## config.mk

```make
export PLATFORM = sky130hd
export DESIGN_NAME = dds_multi_core_flat
export DESIGN_NICKNAME = d
export VERILOG_FILES = /design/src/rtl/dds_multi_core_if.sv /design/src/rtl/dds_multi_core.sv /design/src/flat_wrapper.sv
export SDC_FILE = /design/constraint.sdc
export NUM_CORES = 1
export LEC_CHECK = 0
export CORE_MARGIN = 2
export CORE_UTILIZATION = 52
export DETAILED_ROUTE_END_ITERATION = 10
export GPL_TIMING_DRIVEN = 0
export PLACE_DENSITY = 0.69
export SYNTH_ARGS = -nofsm -noshare
export SYNTH_HDL_FRONTEND = slang
export SYNTH_SLANG_ARGS = --single-unit
```

## constraint.sdc

```tcl
create_clock -name clk -period 5.5 [get_ports clk]
set_input_delay 1.1 -clock clk [delete_from_list [all_inputs] [get_ports clk]]
set_output_delay 1.1 -clock clk [all_outputs]
set_load 0.02 [all_outputs]
```

## src/rtl/dds_multi_core_if.sv

```systemverilog
// Configuration bus and sample outputs between the control logic and the multi-channel DDS core.
interface dds_multi_core_if #(
  parameter int unsigned CH_NUM = 2,
  parameter int unsigned ACC_W  = 32,
  parameter int unsigned OUT_W  = 8
);
  localparam int unsigned ChW = (CH_NUM > 1) ? $clog2(CH_NUM) : 1;

  logic                    cfg_wr;
  logic [ChW-1:0]          cfg_ch;
  logic [2:0]              cfg_addr;
  logic [ACC_W-1:0]        cfg_data;
  logic                    phase_sync;
  logic [CH_NUM*OUT_W-1:0] wave_out;
  logic [CH_NUM-1:0]       wrap_pulse;

  modport master (
    output cfg_wr, cfg_ch, cfg_addr, cfg_data, phase_sync,
    input  wave_out, wrap_pulse
  );

  modport slave (
    input  cfg_wr, cfg_ch, cfg_addr, cfg_data, phase_sync,
    output wave_out, wrap_pulse
  );
endinterface

```

## src/rtl/dds_multi_core.sv

```systemverilog
// Multi-channel DDS: per-channel phase accumulator, linear FTW sweep, waveform shaping and
// centred amplitude attenuation, with a 2-stage output pipeline.
module dds_multi_core #(
  parameter int unsigned CH_NUM    = 2,
  parameter int unsigned ACC_W     = 32,
  parameter int unsigned OUT_W     = 8,
  parameter int unsigned SWEEP_DIV = 1000
) (
  input logic              clk,
  input logic              rst_n,
  dds_multi_core_if.slave  bus
);
  localparam int unsigned CntW = (SWEEP_DIV > 1) ? $clog2(SWEEP_DIV) : 1;
  localparam logic [OUT_W-1:0] Mid = {1'b1, {(OUT_W-1){1'b0}}};

  // Configuration registers
  logic [ACC_W-1:0] ftw_q    [CH_NUM];
  logic [ACC_W-1:0] ftw_d    [CH_NUM];
  logic [ACC_W-1:0] poff_q   [CH_NUM];
  logic [ACC_W-1:0] poff_d   [CH_NUM];
  logic [5:0]       mode_q   [CH_NUM];
  logic [5:0]       mode_d   [CH_NUM];
  logic [ACC_W-1:0] swstop_q [CH_NUM];
  logic [ACC_W-1:0] swstop_d [CH_NUM];
  logic [ACC_W-1:0] swstep_q [CH_NUM];
  logic [ACC_W-1:0] swstep_d [CH_NUM];

  // Datapath state
  logic [ACC_W-1:0] acc_q     [CH_NUM];
  logic [ACC_W-1:0] acc_d     [CH_NUM];
  logic [ACC_W-1:0] ftw_cur_q [CH_NUM];
  logic [ACC_W-1:0] ftw_cur_d [CH_NUM];
  logic [OUT_W-1:0] v_q       [CH_NUM];
  logic [OUT_W-1:0] v_d       [CH_NUM];
  logic [1:0]       s_q       [CH_NUM];
  logic [1:0]       s_d       [CH_NUM];
  logic [OUT_W-1:0] out_q     [CH_NUM];
  logic [OUT_W-1:0] out_d     [CH_NUM];
  logic [CH_NUM-1:0] en1_q, en1_d;
  logic [CH_NUM-1:0] wrap_q, wrap_d;
  logic [CntW-1:0]   cnt_q, cnt_d;

  // Combinational helpers
  logic              tick;
  logic [CH_NUM-1:0] wr_sel;
  logic [ACC_W:0]    acc_sum [CH_NUM];
  logic [ACC_W:0]    sw_nxt  [CH_NUM];
  logic [ACC_W-1:0]  p       [CH_NUM];
  logic [OUT_W-1:0]  t       [CH_NUM];

  always_comb begin
    tick  = (cnt_q == CntW'(SWEEP_DIV - 1));
    cnt_d = tick ? '0 : cnt_q + 1'b1;
    en1_d  = '0;
    wrap_d = '0;
    for (int k = 0; k < CH_NUM; k++) begin
      // Indices >= CH_NUM never match, so such writes drop out here.
      wr_sel[k]   = bus.cfg_wr && (int'(bus.cfg_ch) == k);
      ftw_d[k]    = ftw_q[k];
      poff_d[k]   = poff_q[k];
      mode_d[k]   = mode_q[k];
      swstop_d[k] = swstop_q[k];
      swstep_d[k] = swstep_q[k];
      if (wr_sel[k]) begin
        case (bus.cfg_addr)
          3'd0:    ftw_d[k]    = bus.cfg_data;
          3'd1:    poff_d[k]   = bus.cfg_data;
          3'd2:    mode_d[k]   = bus.cfg_data[5:0];
          3'd3:    swstop_d[k] = bus.cfg_data;
          3'd4:    swstep_d[k] = bus.cfg_data;
          default: ;
        endcase
      end

      // Sweep: an FTW write beats a coincident tick; a zero step never reloads.
      sw_nxt[k]    = {1'b0, ftw_cur_q[k]} + {1'b0, swstep_q[k]};
      ftw_cur_d[k] = ftw_cur_q[k];
      if (wr_sel[k] && bus.cfg_addr == 3'd0) begin
        ftw_cur_d[k] = bus.cfg_data;
      end else if (!mode_q[k][5]) begin
        ftw_cur_d[k] = ftw_q[k];
      end else if (tick && swstep_q[k] != '0) begin
        if (sw_nxt[k] > {1'b0, swstop_q[k]}) ftw_cur_d[k] = ftw_q[k];
        else                                  ftw_cur_d[k] = sw_nxt[k][ACC_W-1:0];
      end

      acc_sum[k] = {1'b0, acc_q[k]} + {1'b0, ftw_cur_q[k]};
      if (bus.phase_sync || !mode_q[k][4]) begin
        acc_d[k] = '0;
      end else begin
        acc_d[k]  = acc_sum[k][ACC_W-1:0];
        wrap_d[k] = acc_sum[k][ACC_W];
      end

      // Stage 1: phase offset and wave shaping; shift and enable travel with the sample.
      p[k] = acc_q[k] + poff_q[k];
      t[k] = p[k][ACC_W-1 -: OUT_W];
      case (mode_q[k][1:0])
        2'd0:    v_d[k] = t[k];
        2'd1:    v_d[k] = t[k][OUT_W-1] ? ~(t[k] << 1) : (t[k] << 1);
        2'd2:    v_d[k] = t[k][OUT_W-1] ? '0 : '1;
        default: v_d[k] = ~t[k];
      endcase
      s_d[k]   = mode_q[k][3:2];
      en1_d[k] = mode_q[k][4];

      // Stage 2: attenuate around mid-scale.
      out_d[k] = en1_q[k] ? (v_q[k] >> s_q[k]) + (Mid - (Mid >> s_q[k])) : Mid;
    end
  end

  always_ff @(posedge clk) begin
    if (!rst_n) begin
      cnt_q  <= '0;
      en1_q  <= '0;
      wrap_q <= '0;
      for (int k = 0; k < CH_NUM; k++) begin
        ftw_q[k]     <= '0;
        poff_q[k]    <= '0;
        mode_q[k]    <= '0;
        swstop_q[k]  <= '0;
        swstep_q[k]  <= '0;
        acc_q[k]     <= '0;
        ftw_cur_q[k] <= '0;
        v_q[k]       <= '0;
        s_q[k]       <= '0;
        out_q[k]     <= '0;
      end
    end else begin
      cnt_q  <= cnt_d;
      en1_q  <= en1_d;
      wrap_q <= wrap_d;
      for (int k = 0; k < CH_NUM; k++) begin
        ftw_q[k]     <= ftw_d[k];
        poff_q[k]    <= poff_d[k];
        mode_q[k]    <= mode_d[k];
        swstop_q[k]  <= swstop_d[k];
        swstep_q[k]  <= swstep_d[k];
        acc_q[k]     <= acc_d[k];
        ftw_cur_q[k] <= ftw_cur_d[k];
        v_q[k]       <= v_d[k];
        s_q[k]       <= s_d[k];
        out_q[k]     <= out_d[k];
      end
    end
  end

  for (genvar k = 0; k < CH_NUM; k++) begin : g_out
    assign bus.wave_out[k*OUT_W +: OUT_W] = out_q[k];
  end
  assign bus.wrap_pulse = wrap_q;
endmodule

```

## src/flat_wrapper.sv

```systemverilog
// flat-port wrapper written by rule: the top's interface ports become plain ports
module dds_multi_core_flat 
#(
  parameter int unsigned CH_NUM    = 2,
  parameter int unsigned ACC_W     = 32,
  parameter int unsigned OUT_W     = 8,
  parameter int unsigned SWEEP_DIV = 1000
)
  (clk, rst_n, bus_cfg_wr, bus_cfg_ch, bus_cfg_addr, bus_cfg_data, bus_phase_sync, bus_wave_out, bus_wrap_pulse);
  dds_multi_core_if #(.CH_NUM(CH_NUM), .ACC_W(ACC_W), .OUT_W(OUT_W)) bus_i ();
  input logic clk;
  input logic rst_n;
  input wire logic [$bits(bus_i.cfg_wr)-1:0] bus_cfg_wr;
  input wire logic [$bits(bus_i.cfg_ch)-1:0] bus_cfg_ch;
  input wire logic [$bits(bus_i.cfg_addr)-1:0] bus_cfg_addr;
  input wire logic [$bits(bus_i.cfg_data)-1:0] bus_cfg_data;
  input wire logic [$bits(bus_i.phase_sync)-1:0] bus_phase_sync;
  output wire logic [$bits(bus_i.wave_out)-1:0] bus_wave_out;
  output wire logic [$bits(bus_i.wrap_pulse)-1:0] bus_wrap_pulse;
  assign bus_i.cfg_wr = bus_cfg_wr;
  assign bus_i.cfg_ch = bus_cfg_ch;
  assign bus_i.cfg_addr = bus_cfg_addr;
  assign bus_i.cfg_data = bus_cfg_data;
  assign bus_i.phase_sync = bus_phase_sync;
  assign bus_wave_out = bus_i.wave_out;
  assign bus_wrap_pulse = bus_i.wrap_pulse;
  dds_multi_core #(.CH_NUM(CH_NUM), .ACC_W(ACC_W), .OUT_W(OUT_W), .SWEEP_DIV(SWEEP_DIV)) u_core (.clk(clk), .rst_n(rst_n), .bus(bus_i));
endmodule
```

==> flow_summary.yaml <==
global_routing:
  grt_pass1_wl_um: 130000
  grt_max_degree: 14
  antenna_found_initial: 7
  globalRouteOverflowTotal: 0
  grtUsageTotal_pct: 30.9
  grt_pass1_vias: 24300
logic_synthesis:
  synth_cells: 3382
  async_reset_ff_share_pct: 0
  syn_avg_cell_area_um2: 7.99
  synthXorXnorAreaFrac_pct: 4.89
  syn_area_um2: 27000
  syn_nets: 3696
  synth-seq-area-share_pct: 33.1
  synth_top_flop_cell: "dfxtp_1"
  ys_ff_latch: 446
  synth_adder_area_share_pct: 12.8
  yosys_warnings: 0
  synth.area.mux_share_pct: 3.96
  synth-simple-area-share_pct: 20.0
  synth_edf_count: 0
  synth_cell_types: 73
  synth_compound_area_share_pct: 21.0
  synth_top_family_by_area: "compound AO/OA/AOI/OAI gates"
sta:
  slew_violations: 0
  rsz0062_at_grt: "true"
  setup_violations: 0
  period_needed_ps: 5360
  skew_ps: 25.8
  clock.fmax_ghz: 0.187
  tightest_slew_ps: 1260
  fin_ws_ps: 142
  hold_viol: 0
  setup_total_negative_slack_ps: 0
  slew_headroom_pct: 15.3
  min_period_over_period_pct: 97.4
power:
  clkPwrFrac_pct: 49.9
  p_int_mw: 5.77
  leakage_nw: 12.3
  powerDensity_nw_per_um2: 253
  pwr-share-comb_pct: 6.8
  power_switching_mw: 1.86
  seqPwrFrac_pct: 43.2
  swShare_pct: 24.4
  vdd_drop_max_mv: 0.216
clock_tree:
  cts_made_buffers: 52
  tritoncts: "yes"
  clockRootBuffer: "clkbuf_16"
  cts_htree_levels: 2
  clk_latency_ps: 620
  clk_pin_slew_ps: 70
  ctsHoldBuffers: 0
  cts_sinks: 446
  clock_path_buffers: 3
die:
  initial_core_util_pct: 52.6
  core_area_um2: 51300
  die_w_um: 232
  die_y_um: 232
  ioPinCount: 58
  rows: 83
  die_area_um2: 53800
worst_setup_path:
  critPathMaxFanout: 10
  worstPathRequired_ps: 5950
  worst-setup-path-type: "reg2reg"
  end_kind: "flip-flop"
  crit_arrival_ps: 5810
  worstSetupStartpointType: "flip-flop"
place:
  pre_cts_ws_ps: -69.2
  gp_congestion: 1.00
  hpwl_um: 65000
  port_buffers: 23
  dp.cells: 4086
job:
  drv_cap: 0
finish:
  nFillCells: 4606
  final_util_pct: 58.7
  final_net_count: 3779
  areaGrowthSynthToFinish_pct: 11.6
  final_cells: 4193
  drive_above_1_share_pct: 4.87
detailed_routing:
  ant_nets: 0
  vias_per_cell: 5.83
  post-route-drc-count: 0
  firstDrtPassIters: 6
  drt_iter0_markers: 1602
  wire_per_inst_um: 20.0
  via_count: 24400
  drt_wl_total_um: 83900
run_status:
  status: "completed"
min_path:
  worstHoldPathType: "reg2reg"
final timing paths:
kind | startpoint | to | slack (ps) | cells past startpoint
setup / recovery | u_core.swstep_q[0][32] | u_core.ftw_cur_q[0][36] | 140 | 25
hold reg to reg | u_core.en1_q[0] | u_core.out_q[0][7] | 440 | 1
setup reg to reg | u_core.swstep_q[0][32] | u_core.ftw_cur_q[0][36] | 140 | 25
hold / removal | u_core.en1_q[0] | u_core.out_q[0][7] | 440 | 1
layout by cell type, fill, tap and decap left out, types with 31 or more instances in the layout:
| master | count |
|---|---|
| nand3_1 | 45 |
| nand2b_1 | 31 |
| nor2_1 | 184 |
| nor3_1 | 35 |
| a21oi_1 | 159 |
| o21a_1 | 34 |
| xor2_1 | 53 |
| a21boi_0 | 265 |
| mux2i_1 | 99 |
| clkbuf_1 | 142 |
| o21ai_0 | 121 |
| nand2_1 | 797 |
| o21ai_1 | 42 |
| inv_1 | 118 |
| a21o_1 | 73 |
| ha_1 | 270 |
| nand4_1 | 34 |
| xnor2_1 | 95 |
| clkbuf_16 | 53 |
| nor2b_1 | 46 |
| dfxtp_1 | 445 |
metal layers:
layer  wire length (um)  GRT usage (%)  share of wire [%]
met5                  0              0                  0
met4               4800           17.2                5.7
met3               4660           4.21                5.6
met2              40400           54.2                 48
met1              34100           36.2                 41
final cells by class:
cell class                 instances  area (um^2)  share of cell area [%]
clock inverter                    24          342                    1.13
timing repair buffer              29          285                   0.947
inverter                         118          443                    1.47
antenna                            5         12.5                  0.0415
sequential                       446         8930                    29.6
clock buffer                      73         1540                    5.11
multi-input combinational       2646        17000                    56.4
tap                              680          851                    2.82
buffer                           172          749                    2.49
worst max-delay path: stages, from the launching register on:
cell	delay, ps
dfxtp_1	340
ha_1	240
fa_2	360
a21o_1	170
a21oi_2	180
o21ai_1	110
and2_1	190
o21a_1	180
o21ai_0	150
nand2b_1	100
a21oi_2	180
xnor2_2	160
ha_1	290
a21o_1	180
a21o_1	180
a21o_1	190
a221o_1	290
a31oi_1	190
nor3_1	100
or4_1	460
a21oi_2	170
o211a_1	160
buf_6	160
buf_12	160
mux2i_1	190
o21ai_0	110
power by group through the flow:
| stage | sequential, mW | combinational (mW) | clock [mW] |
|---|---|---|---|
| 6_report | 3.30 | 0.522 | 3.81 |
| 5_1_grt | 3.30 | 0.558 | 3.99 |
| 4_1_cts | 3.30 | 0.505 | 3.85 |
| 3_5_place_dp | 3.37 | 0.503 | 0 |
| 3_3_place_gp | 3.37 | 0.490 | 0 |
| 2_1_floorplan | 3.36 | 0.320 | 0 |
flip-flops by register name, summed over array words and instances, names as in the netlist:
signal / count
u_core.acc_q: 64
u_core.ftw_cur_q: 64
u_core.ftw_q: 64
u_core.poff_q: 64
u_core.swstep_q: 64
u_core.swstop_q: 64
u_core.out_q: 16
u_core.v_q: 16
u_core.mode_q: 12
u_core.cnt_q: 10
u_core.s_q: 4
u_core.bus.wrap_pulse: 2
u_core.en1_q: 2
through the flow:
| step | hold WS (ps) | cell area, um^2 | total power [mW] |
|---|---|---|---|
| 2_1_floorplan | 417 | 27000 | 3.68 |
| 3_3_place_gp | 428 | 28100 | 3.86 |
| 3_5_place_dp | 438 | 28100 | 3.87 |
| 4_1_cts | 448 | 30000 | 7.65 |
| 5_1_grt | 468 | 30100 | 7.85 |
| 6_report | 441 | 30100 | 7.63 |
cell usage after synthesis (5+ instances only):
cell      count  area [um^2]
nand2_1     798         3000
dfxtp_1     446         8930
ha_1        270         3380
a21boi_0    265         1990
nor2_1      186          698
a21oi_1     163          816
clkbuf_1    136          510
o21ai_0     124          621
inv_1       118          443
mux2i_1      99          991
xnor2_1      96          841
a21o_1       73          548
xor2_1       53          464
nor2b_1      46          288
nand3_1      45          225
o21ai_1      39          195
nor3_1       36          180
nand4_1      34          213
o21a_1       34          255
nand2b_1     31          194
o21bai_1     27          203
clkbuf_2     26          130
nor4_1       26          163
and3_1       21          131
a211oi_1     18          135
a31oi_1      18          113
and2_1       17          106
o211ai_1     16          120
mux2_2        7         78.8
a311o_1       6         60.1
buf_6         6         67.6
o22ai_1       6         37.5
o41ai_1       6         52.6
or2_2         6         37.5
a221oi_1      5         43.8
o311a_1       5         50.1
o31a_1        5         43.8
repair_timing:
item	CTS	global route
pin swaps	0	5
setup endpoints to repair	30	64
buffers inserted	0	5
resized for setup	2	22
kinds of logic (layout without fill, tap and decap cells):
group	count (synthesis)	in the layout
AND/OR/NAND/NOR	1267	1267
AO/OA/AOI/OAI	849	849
flip-flops	446	446
buffers and inverters	290	416
adder cells (fa/ha/maj)	274	274
XOR/XNOR	150	150
multiplexers	106	106
other	0	5
Note: power is estimated with default switching activity, not from simulation.
